--- config.mk ---
export PLATFORM = sky130hd
export DESIGN_NAME = ahb_slave_port_arbiter
export DESIGN_NICKNAME = d
export VERILOG_FILES = /design/src/rtl/ahb_slave_port_arbiter_pkg.sv /design/src/rtl/ahb_slave_port_arbiter_pick.sv /design/src/rtl/ahb_slave_port_arbiter.sv
export SDC_FILE = /design/constraint.sdc
export NUM_CORES = 1
export LEC_CHECK = 0
export ABC_AREA = 0
export CAP_MARGIN = 20
export CORE_ASPECT_RATIO = 1.2
export CORE_MARGIN = 3
export CORE_UTILIZATION = 53
export DETAILED_ROUTE_END_ITERATION = 16
export PLACE_DENSITY = 0.77
export SYNTH_ARGS = -nofsm -noshare
export SYNTH_HDL_FRONTEND = slang
export SYNTH_SLANG_ARGS = --single-unit
--- constraint.sdc ---
create_clock -name hclk -period 3.3 [get_ports hclk]
set_input_delay 0.33 -clock hclk [delete_from_list [all_inputs] [get_ports hclk]]
set_output_delay 0.33 -clock hclk [all_outputs]
set_load 0.01 [all_outputs]
--- src/rtl/ahb_slave_port_arbiter_pkg.sv ---
// Shared AHB types for the slave-port arbiter: burst/transfer encodings,
// arbitration modes and the burst-length helper.
package ahb_slave_port_arbiter_pkg;

    typedef enum logic [2:0] {
        BURST_SINGLE = 3'd0,
        BURST_INCR   = 3'd1,
        BURST_WRAP4  = 3'd2,
        BURST_INCR4  = 3'd3,
        BURST_WRAP8  = 3'd4,
        BURST_INCR8  = 3'd5,
        BURST_WRAP16 = 3'd6,
        BURST_INCR16 = 3'd7
    } hburst_type;

    typedef enum logic [1:0] {
        TRANS_IDLE   = 2'd0,
        TRANS_BUSY   = 2'd1,
        TRANS_NONSEQ = 2'd2,
        TRANS_SEQ    = 2'd3
    } htrans_t;

    typedef enum logic [1:0] {
        ARB_FIXED   = 2'd0,
        ARB_DYNAMIC = 2'd1,
        ARB_RR      = 2'd2
    } arb_mode_t;

    // Zero marks an undefined-length INCR burst.
    function automatic logic [4:0] burst_beats(hburst_type b);
        case (b)
            BURST_SINGLE:              return 5'd1;
            BURST_WRAP4, BURST_INCR4:  return 5'd4;
            BURST_WRAP8, BURST_INCR8:  return 5'd8;
            BURST_WRAP16, BURST_INCR16: return 5'd16;
            default:                   return 5'd0;
        endcase
    endfunction

endpackage

--- src/rtl/ahb_slave_port_arbiter_pick.sv ---
// Combinational winner selection shared by the fixed, dynamic-priority and
// round-robin arbitration modes; produces a one-hot pick.
module ahb_arb_pick
    import ahb_slave_port_arbiter_pkg::*;
#(
    parameter int MASTER_NUM = 4,
    parameter int PRIOR_BIT  = 2,
    parameter int MIDX_W     = $clog2(MASTER_NUM)
) (
    input  logic [MASTER_NUM-1:0]           req,
    input  logic [MASTER_NUM*PRIOR_BIT-1:0] prior,
    input  logic [MIDX_W-1:0]               rr_ptr,
    input  logic [1:0]                      mode,
    output logic [MASTER_NUM-1:0]           pick
);

    logic                 found;
    logic [PRIOR_BIT-1:0] best_prior;

    always_comb begin
        pick       = '0;
        found      = 1'b0;
        best_prior = '0;
        case (arb_mode_t'(mode))
            ARB_DYNAMIC: begin
                // Strict compare keeps the lowest index on a priority tie.
                for (int i = 0; i < MASTER_NUM; i++) begin
                    if (req[i] && (!found || prior[i*PRIOR_BIT +: PRIOR_BIT] > best_prior)) begin
                        found      = 1'b1;
                        best_prior = prior[i*PRIOR_BIT +: PRIOR_BIT];
                        pick       = '0;
                        pick[i]    = 1'b1;
                    end
                end
            end
            ARB_RR: begin
                // Scan from the pointer upward, then wrap around to index 0.
                for (int i = 0; i < MASTER_NUM; i++) begin
                    if (!found && req[i] && i >= int'(rr_ptr)) begin
                        found   = 1'b1;
                        pick[i] = 1'b1;
                    end
                end
                for (int i = 0; i < MASTER_NUM; i++) begin
                    if (!found && req[i]) begin
                        found   = 1'b1;
                        pick[i] = 1'b1;
                    end
                end
            end
            default: begin
                for (int i = 0; i < MASTER_NUM; i++) begin
                    if (!found && req[i]) begin
                        found   = 1'b1;
                        pick[i] = 1'b1;
                    end
                end
            end
        endcase
    end

endmodule

--- src/rtl/ahb_slave_port_arbiter.sv ---
// Per-slave-port AHB arbiter: grants one master, follows its burst beat by
// beat and re-arbitrates only at burst ends, owner release or lock exit.
module ahb_slave_port_arbiter
    import ahb_slave_port_arbiter_pkg::*;
#(
    parameter int        MASTER_NUM = 4,
    parameter int        PRIOR_BIT  = 2,
    parameter arb_mode_t ARB_MODE   = ARB_DYNAMIC,
    parameter int        INCR_MAX   = 16,
    parameter int        MIDX_W     = $clog2(MASTER_NUM)
) (
    input  logic                            hclk,
    input  logic                            hreset_n,
    input  logic [MASTER_NUM-1:0]           hreq,
    input  logic [MASTER_NUM*PRIOR_BIT-1:0] hprior,
    input  logic [2:0]                      hburst,
    input  logic [1:0]                      htrans,
    input  logic                            hmastlock,
    input  logic                            hwait,
    output logic [MASTER_NUM-1:0]           hgrant,
    output logic                            hsel,
    output logic [MIDX_W-1:0]               hmaster,
    output logic                            hlast
);

    localparam logic [1:0] ST_IDLE  = 2'd0;
    localparam logic [1:0] ST_BURST = 2'd1;
    localparam logic [1:0] ST_LOCK  = 2'd2;
    localparam logic [7:0] INCR_LAST = 8'(INCR_MAX - 1);

    logic [1:0]            state_q, state_d;
    logic [MASTER_NUM-1:0] grant_q, grant_d;
    logic [7:0]            count_q, count_d;
    hburst_type            burst_q, burst_d;
    logic [MIDX_W-1:0]     rr_ptr_q, rr_ptr_d;

    logic [MASTER_NUM-1:0] pick;
    logic [MIDX_W-1:0]     owner, owner_next, pick_ptr;
    hburst_type            cur_burst;
    logic [4:0]            limit;
    logic [7:0]            count_inc;
    logic                  beat, owner_req, last_hit, idle_drop;

    always_comb begin
        owner = '0;
        for (int i = 0; i < MASTER_NUM; i++) begin
            if (grant_q[i]) owner = MIDX_W'(i);
        end
    end

    assign owner_next = (int'(owner) == MASTER_NUM - 1) ? '0 : owner + MIDX_W'(1);
    // With an owner, the pick that follows it always starts just past it.
    assign pick_ptr   = hsel ? owner_next : rr_ptr_q;

    assign hsel      = |grant_q;
    assign hgrant    = grant_q & {MASTER_NUM{~hwait}};
    assign hmaster   = owner;
    assign owner_req = |(hreq & grant_q);
    assign beat      = hsel && !hwait && (htrans == TRANS_NONSEQ || htrans == TRANS_SEQ);
    assign cur_burst = (htrans == TRANS_NONSEQ) ? hburst_type'(hburst) : burst_q;
    assign limit     = burst_beats(cur_burst);
    assign count_inc = (count_q == 8'hFF) ? count_q : count_q + 8'd1;
    assign idle_drop = !owner_req && (htrans == TRANS_IDLE) && (count_q == 8'd0);

    always_comb begin
        if (limit != 5'd0) last_hit = (count_q == {3'b000, limit - 5'd1});
        else               last_hit = !owner_req || (count_q == INCR_LAST);
    end

    assign hlast = beat && last_hit;

    ahb_arb_pick #(
        .MASTER_NUM (MASTER_NUM),
        .PRIOR_BIT  (PRIOR_BIT),
        .MIDX_W     (MIDX_W)
    ) u_pick (
        .req    (hreq),
        .prior  (hprior),
        .rr_ptr (pick_ptr),
        .mode   (ARB_MODE),
        .pick   (pick)
    );

    always_comb begin
        state_d  = state_q;
        grant_d  = grant_q;
        count_d  = count_q;
        burst_d  = burst_q;
        rr_ptr_d = rr_ptr_q;
        if (!hwait) begin
            if (beat && htrans == TRANS_NONSEQ) burst_d = hburst_type'(hburst);
            case (state_q)
                ST_IDLE: begin
                    count_d = '0;
                    if (|hreq) begin
                        state_d = ST_BURST;
                        grant_d = pick;
                    end
                end
                ST_BURST: begin
                    if (hlast || idle_drop) begin
                        count_d  = '0;
                        rr_ptr_d = owner_next;
                        if (hmastlock) begin
                            state_d = ST_LOCK;
                        end else if (|hreq) begin
                            grant_d = pick;
                        end else begin
                            grant_d = '0;
                            state_d = ST_IDLE;
                        end
                    end else if (beat) begin
                        count_d = count_inc;
                    end
                end
                ST_LOCK: begin
                    if (!hmastlock) begin
                        count_d  = '0;
                        rr_ptr_d = owner_next;
                        if (|hreq) begin
                            state_d = ST_BURST;
                            grant_d = pick;
                        end else begin
                            state_d = ST_IDLE;
                            grant_d = '0;
                        end
                    end else if (hlast) begin
                        count_d = '0;
                    end else if (beat) begin
                        count_d = count_inc;
                    end
                end
                default: begin
                    state_d = ST_IDLE;
                    grant_d = '0;
                    count_d = '0;
                end
            endcase
        end
    end

    always_ff @(posedge hclk or negedge hreset_n) begin
        if (!hreset_n) begin
            state_q  <= ST_IDLE;
            grant_q  <= '0;
            count_q  <= '0;
            burst_q  <= BURST_SINGLE;
            rr_ptr_q <= '0;
        end else begin
            state_q  <= state_d;
            grant_q  <= grant_d;
            count_q  <= count_d;
            burst_q  <= burst_d;
            rr_ptr_q <= rr_ptr_d;
        end
    end

endmodule

==> flow_summary.toml <==
[power_and_ir_drop]
switchingPower_uw = 510
power.share.clock_pct = 9.5
p_leak_uw = 0.00102
total_power_uw = 1240
p_seq_share_pct = 25.4
power_frac_comb_pct = 65.0
p_int_uw = 730
power_density_nw_per_um2 = 553
ir_drop_mv = 0.400
sw_frac_of_total_pct = 41.1

[cts]
clock_latency_ns = 0.29
clk_pin_slew_ns = 0.12
cts_tree = "built"
cts_buffers = 3
clock_sinks = 17
htreeDepth = 1
cts_root_buf = "clkbuf_4"
cts_max_path_buffers = 2

[logic_synthesis]
ys_seq_area_share_pct = 25.7
yosys_warnings = 0
synthCells = 185
synth_fp_nets = 220
synth.ff_latch_count = 17
post-synth-top-area-cell = "dfrtp_1"
synth_area_leaders = "dfrtp_1, ha_1, mux2_4, nor2_1, inv_1"
synth_top_cell_area_share_pct = 25.7
netlist_area_um2 = 1660
synth_ff_type = "dfrtp_1"
ys_types = 55
async_reset_ff_share_pct = 100
synth_edf_count = 0
syn_avg_cell_area_um2 = 8.96

[routing]
post_drt_wl_per_cell_um = 16.1
wl_met1_mm = 1.79
ant_nets = 0
drtIter0Drc = 81
wirelength_mm = 4.34
vias = 1584
route.met3.wl_um = 178
dr_wl_met2_mm = 2.30
drt_first_pass_iters = 4
drcViolationCount = 0
vias_per_cell = 5.89
top_layer = "met4"

[sta]
setup_viol = 0
finalHoldViolations = 0
max-slew-margin-rel_pct = 45.1
layout_worst_path_cycle_share_pct = 99.2
finClkSkew_ns = 0.00651
rsz0062_at_grt = "yes"
whs_ns = 0.499
maxSlewViolCount = 0
period_needed_ns = 3.27
timing.fmax_ghz = 0.306
tightest_slew_ns = 0.821

[global_routing]
first_global_vias = 1612
grt_usage_pct = 23.3
antenna_found_initial = 0
grt_max_degree = 18
grt_pass1_wl_mm = 7.06
grt-ovfl-total = 0

[placed_design]
portBuffers = 28
place.gp.congestion = 0.822
dp_cells = 258
place_hpwl_mm = 3.14

[final_layout]
areaGrowthSynthToFinish_pct = 35.2
final_cells = 269
drive_above_1_share_pct = 33.2
fin_nets = 271
fillers = 204
antenna_cells = 0

[worst_setup_path]
rr_startpoint = "burst_q[2]"
critical_path_class = "in2reg"
required_ns = 3.49
critPathArrivalTime_ns = 3.46
cp_max_fo = 4
rrSetupSlack_ns = 0.63
r2r-end = "state_q[0]"
r2r_cells = 10
cp-end-kind = "register"
crit_path_start_kind = "input port"

[die]
start_util_pct = 57.4
die_x_um = 57.1
pin_count = 29
coreArea_um2 = 2890
die_y_um = 67.3
rows = 21
die_area_um2 = 3840

[job]
cap_violations = 0

[run_status]
status = "complete, no violations"

[min_path]
min_path_type = "in2async"
==> final cells by class <==
cell class | count | area, um^2 | share of cell area (%)
inverter | 16 | 60.1 | 2.68
multi-input combinational | 147 | 1240 | 55.2
sequential | 17 | 425 | 19.0
clock inverter | 1 | 5.00 | 0.223
timing repair buffer | 51 | 448 | 20.0
clock buffer | 3 | 22.5 | 1.00
tap | 34 | 42.5 | 1.90
==> cells by family after synthesis <==
kind of cell / count (synthesis) / synth area share [%]
compound gates: 40 / 18.0
fa+ha+maj: 14 / 10.6
flops: 17 / 25.7
simple gates: 76 / 26.3
mux: 14 / 10.4
buf+inv: 21 / 7.47
xor+xnor: 3 / 1.59
==> routing by layer <==
metal	track usage [%]	up-vias
li1	-	762
met1	25.7	765
met2	46.0	49
met3	2.68	8
met4	6.96	0
met5	0	-
==> cell usage after synthesis, drive strengths merged, types with 2 or more instances <==
| master | count |
|---|---|
| and3 | 3 |
| o211ai | 2 |
| nand2b | 2 |
| mux2 | 11 |
| o22ai | 2 |
| nor2 | 18 |
| and4bb | 3 |
| ha | 14 |
| a21boi | 2 |
| dfrtp | 17 |
| o311ai | 2 |
| inv | 16 |
| xnor2 | 2 |
| buf | 5 |
| nor2b | 5 |
| a31oi | 3 |
| nand2 | 18 |
| a21oi | 11 |
| o21ai | 9 |
| or3 | 5 |
| nor3 | 3 |
| mux2i | 3 |
| nand3b | 2 |
| a21o | 2 |
| nand3 | 8 |
==> timing repair <==
item | 4_1_cts | 5_1_grt
pin swaps | 14 | 17
buffers inserted | 3 | 4
gates cloned | 0 | 0
hold buffers | 0 | 0
gates resized for setup | 24 | 14
endpoints found under the setup margin | 5 | 4
endpoints found under the hold margin | 0 | 0
==> worst max-delay path, cell delays in order <==
cell and delay, ns:
buf_8 0.08, nand2_4 0.05, ha_4 0.27, nor2b_4 0.14, o21ai_2 0.08, a21boi_2 0.23
buf_4 0.17, a21oi_4 0.06, ha_4 0.26, a21oi_4 0.15, a21oi_2 0.05, o21ai_2 0.21
mux2_4 0.34, ha_4 0.23, nand2_1 0.05, o21ai_1 0.07, a21boi_2 0.15, nor3_2 0.06
and4b_1 0.19, mux2_4 0.26
==> registers in the layout, summed over array words and instances (netlist names) <==
name and count:
burst_q 3, state_q 2, count_q 8, grant_q 4
==> placed cells by master (no fill, tap or decap), drive strengths merged, types with 2 or more instances in the layout <==
master and count:
and3 3, o311ai 2, o22ai 2, nor2 18, nand2b 2, a21oi 11, o211ai 2, nand3b 2
mux2i 3, or3 5, inv 16, and4bb 3, o21ai 9, buf 25, xnor2 2, nand2 18
a21o 2, dfrtp 17, nand3 8, a31oi 3, a21boi 2, clkbuf 5, clkdlybuf4s50 22, nor2b 5
mux2 11, ha 14, nor3 3
==> power by group through the flow <==
| stage | clock, uW | sequential (uW) | combinational [uW] |
|---|---|---|---|
| final | 118 | 316 | 807 |
| after global routing | 127 | 323 | 878 |
| after CTS | 118 | 313 | 782 |
| after detailed placement | 0 | 316 | 753 |
| after global placement | 0 | 312 | 732 |
| after floorplan | 0 | 299 | 537 |
==> worst max-delay path by stage <==
| stage | start | endpoint | slack (ns) | cells past startpoint |
|---|---|---|---|---|
| after global placement | hreq[0] | grant_q[0] | -0.72 | 20 |
| after detailed placement | hreq[0] | grant_q[0] | -0.85 | 20 |
| after floorplan | hprior[0] | grant_q[0] | -0.007 | 19 |
| after CTS | hprior[3] | grant_q[0] | -0.006 | 19 |
| final | hreq[0] | grant_q[0] | 0.03 | 20 |
| after global routing | hreq[0] | grant_q[0] | -0.10 | 20 |
==> per-stage QoR <==
step                utilization, %  setup slack, ns  TNS (ns)  area, um^2
floorplan                        -         -0.00670  -0.00670        1720
global placement              72.6           -0.715     -2.51        2100
detailed placement            72.6           -0.851     -3.17        2100
CTS                           75.1         -0.00626  -0.00626        2170
global route                  77.6           -0.101    -0.182        2240
finish                        77.6           0.0268         0        2240
Note: power is estimated with default switching activity, not from simulation.
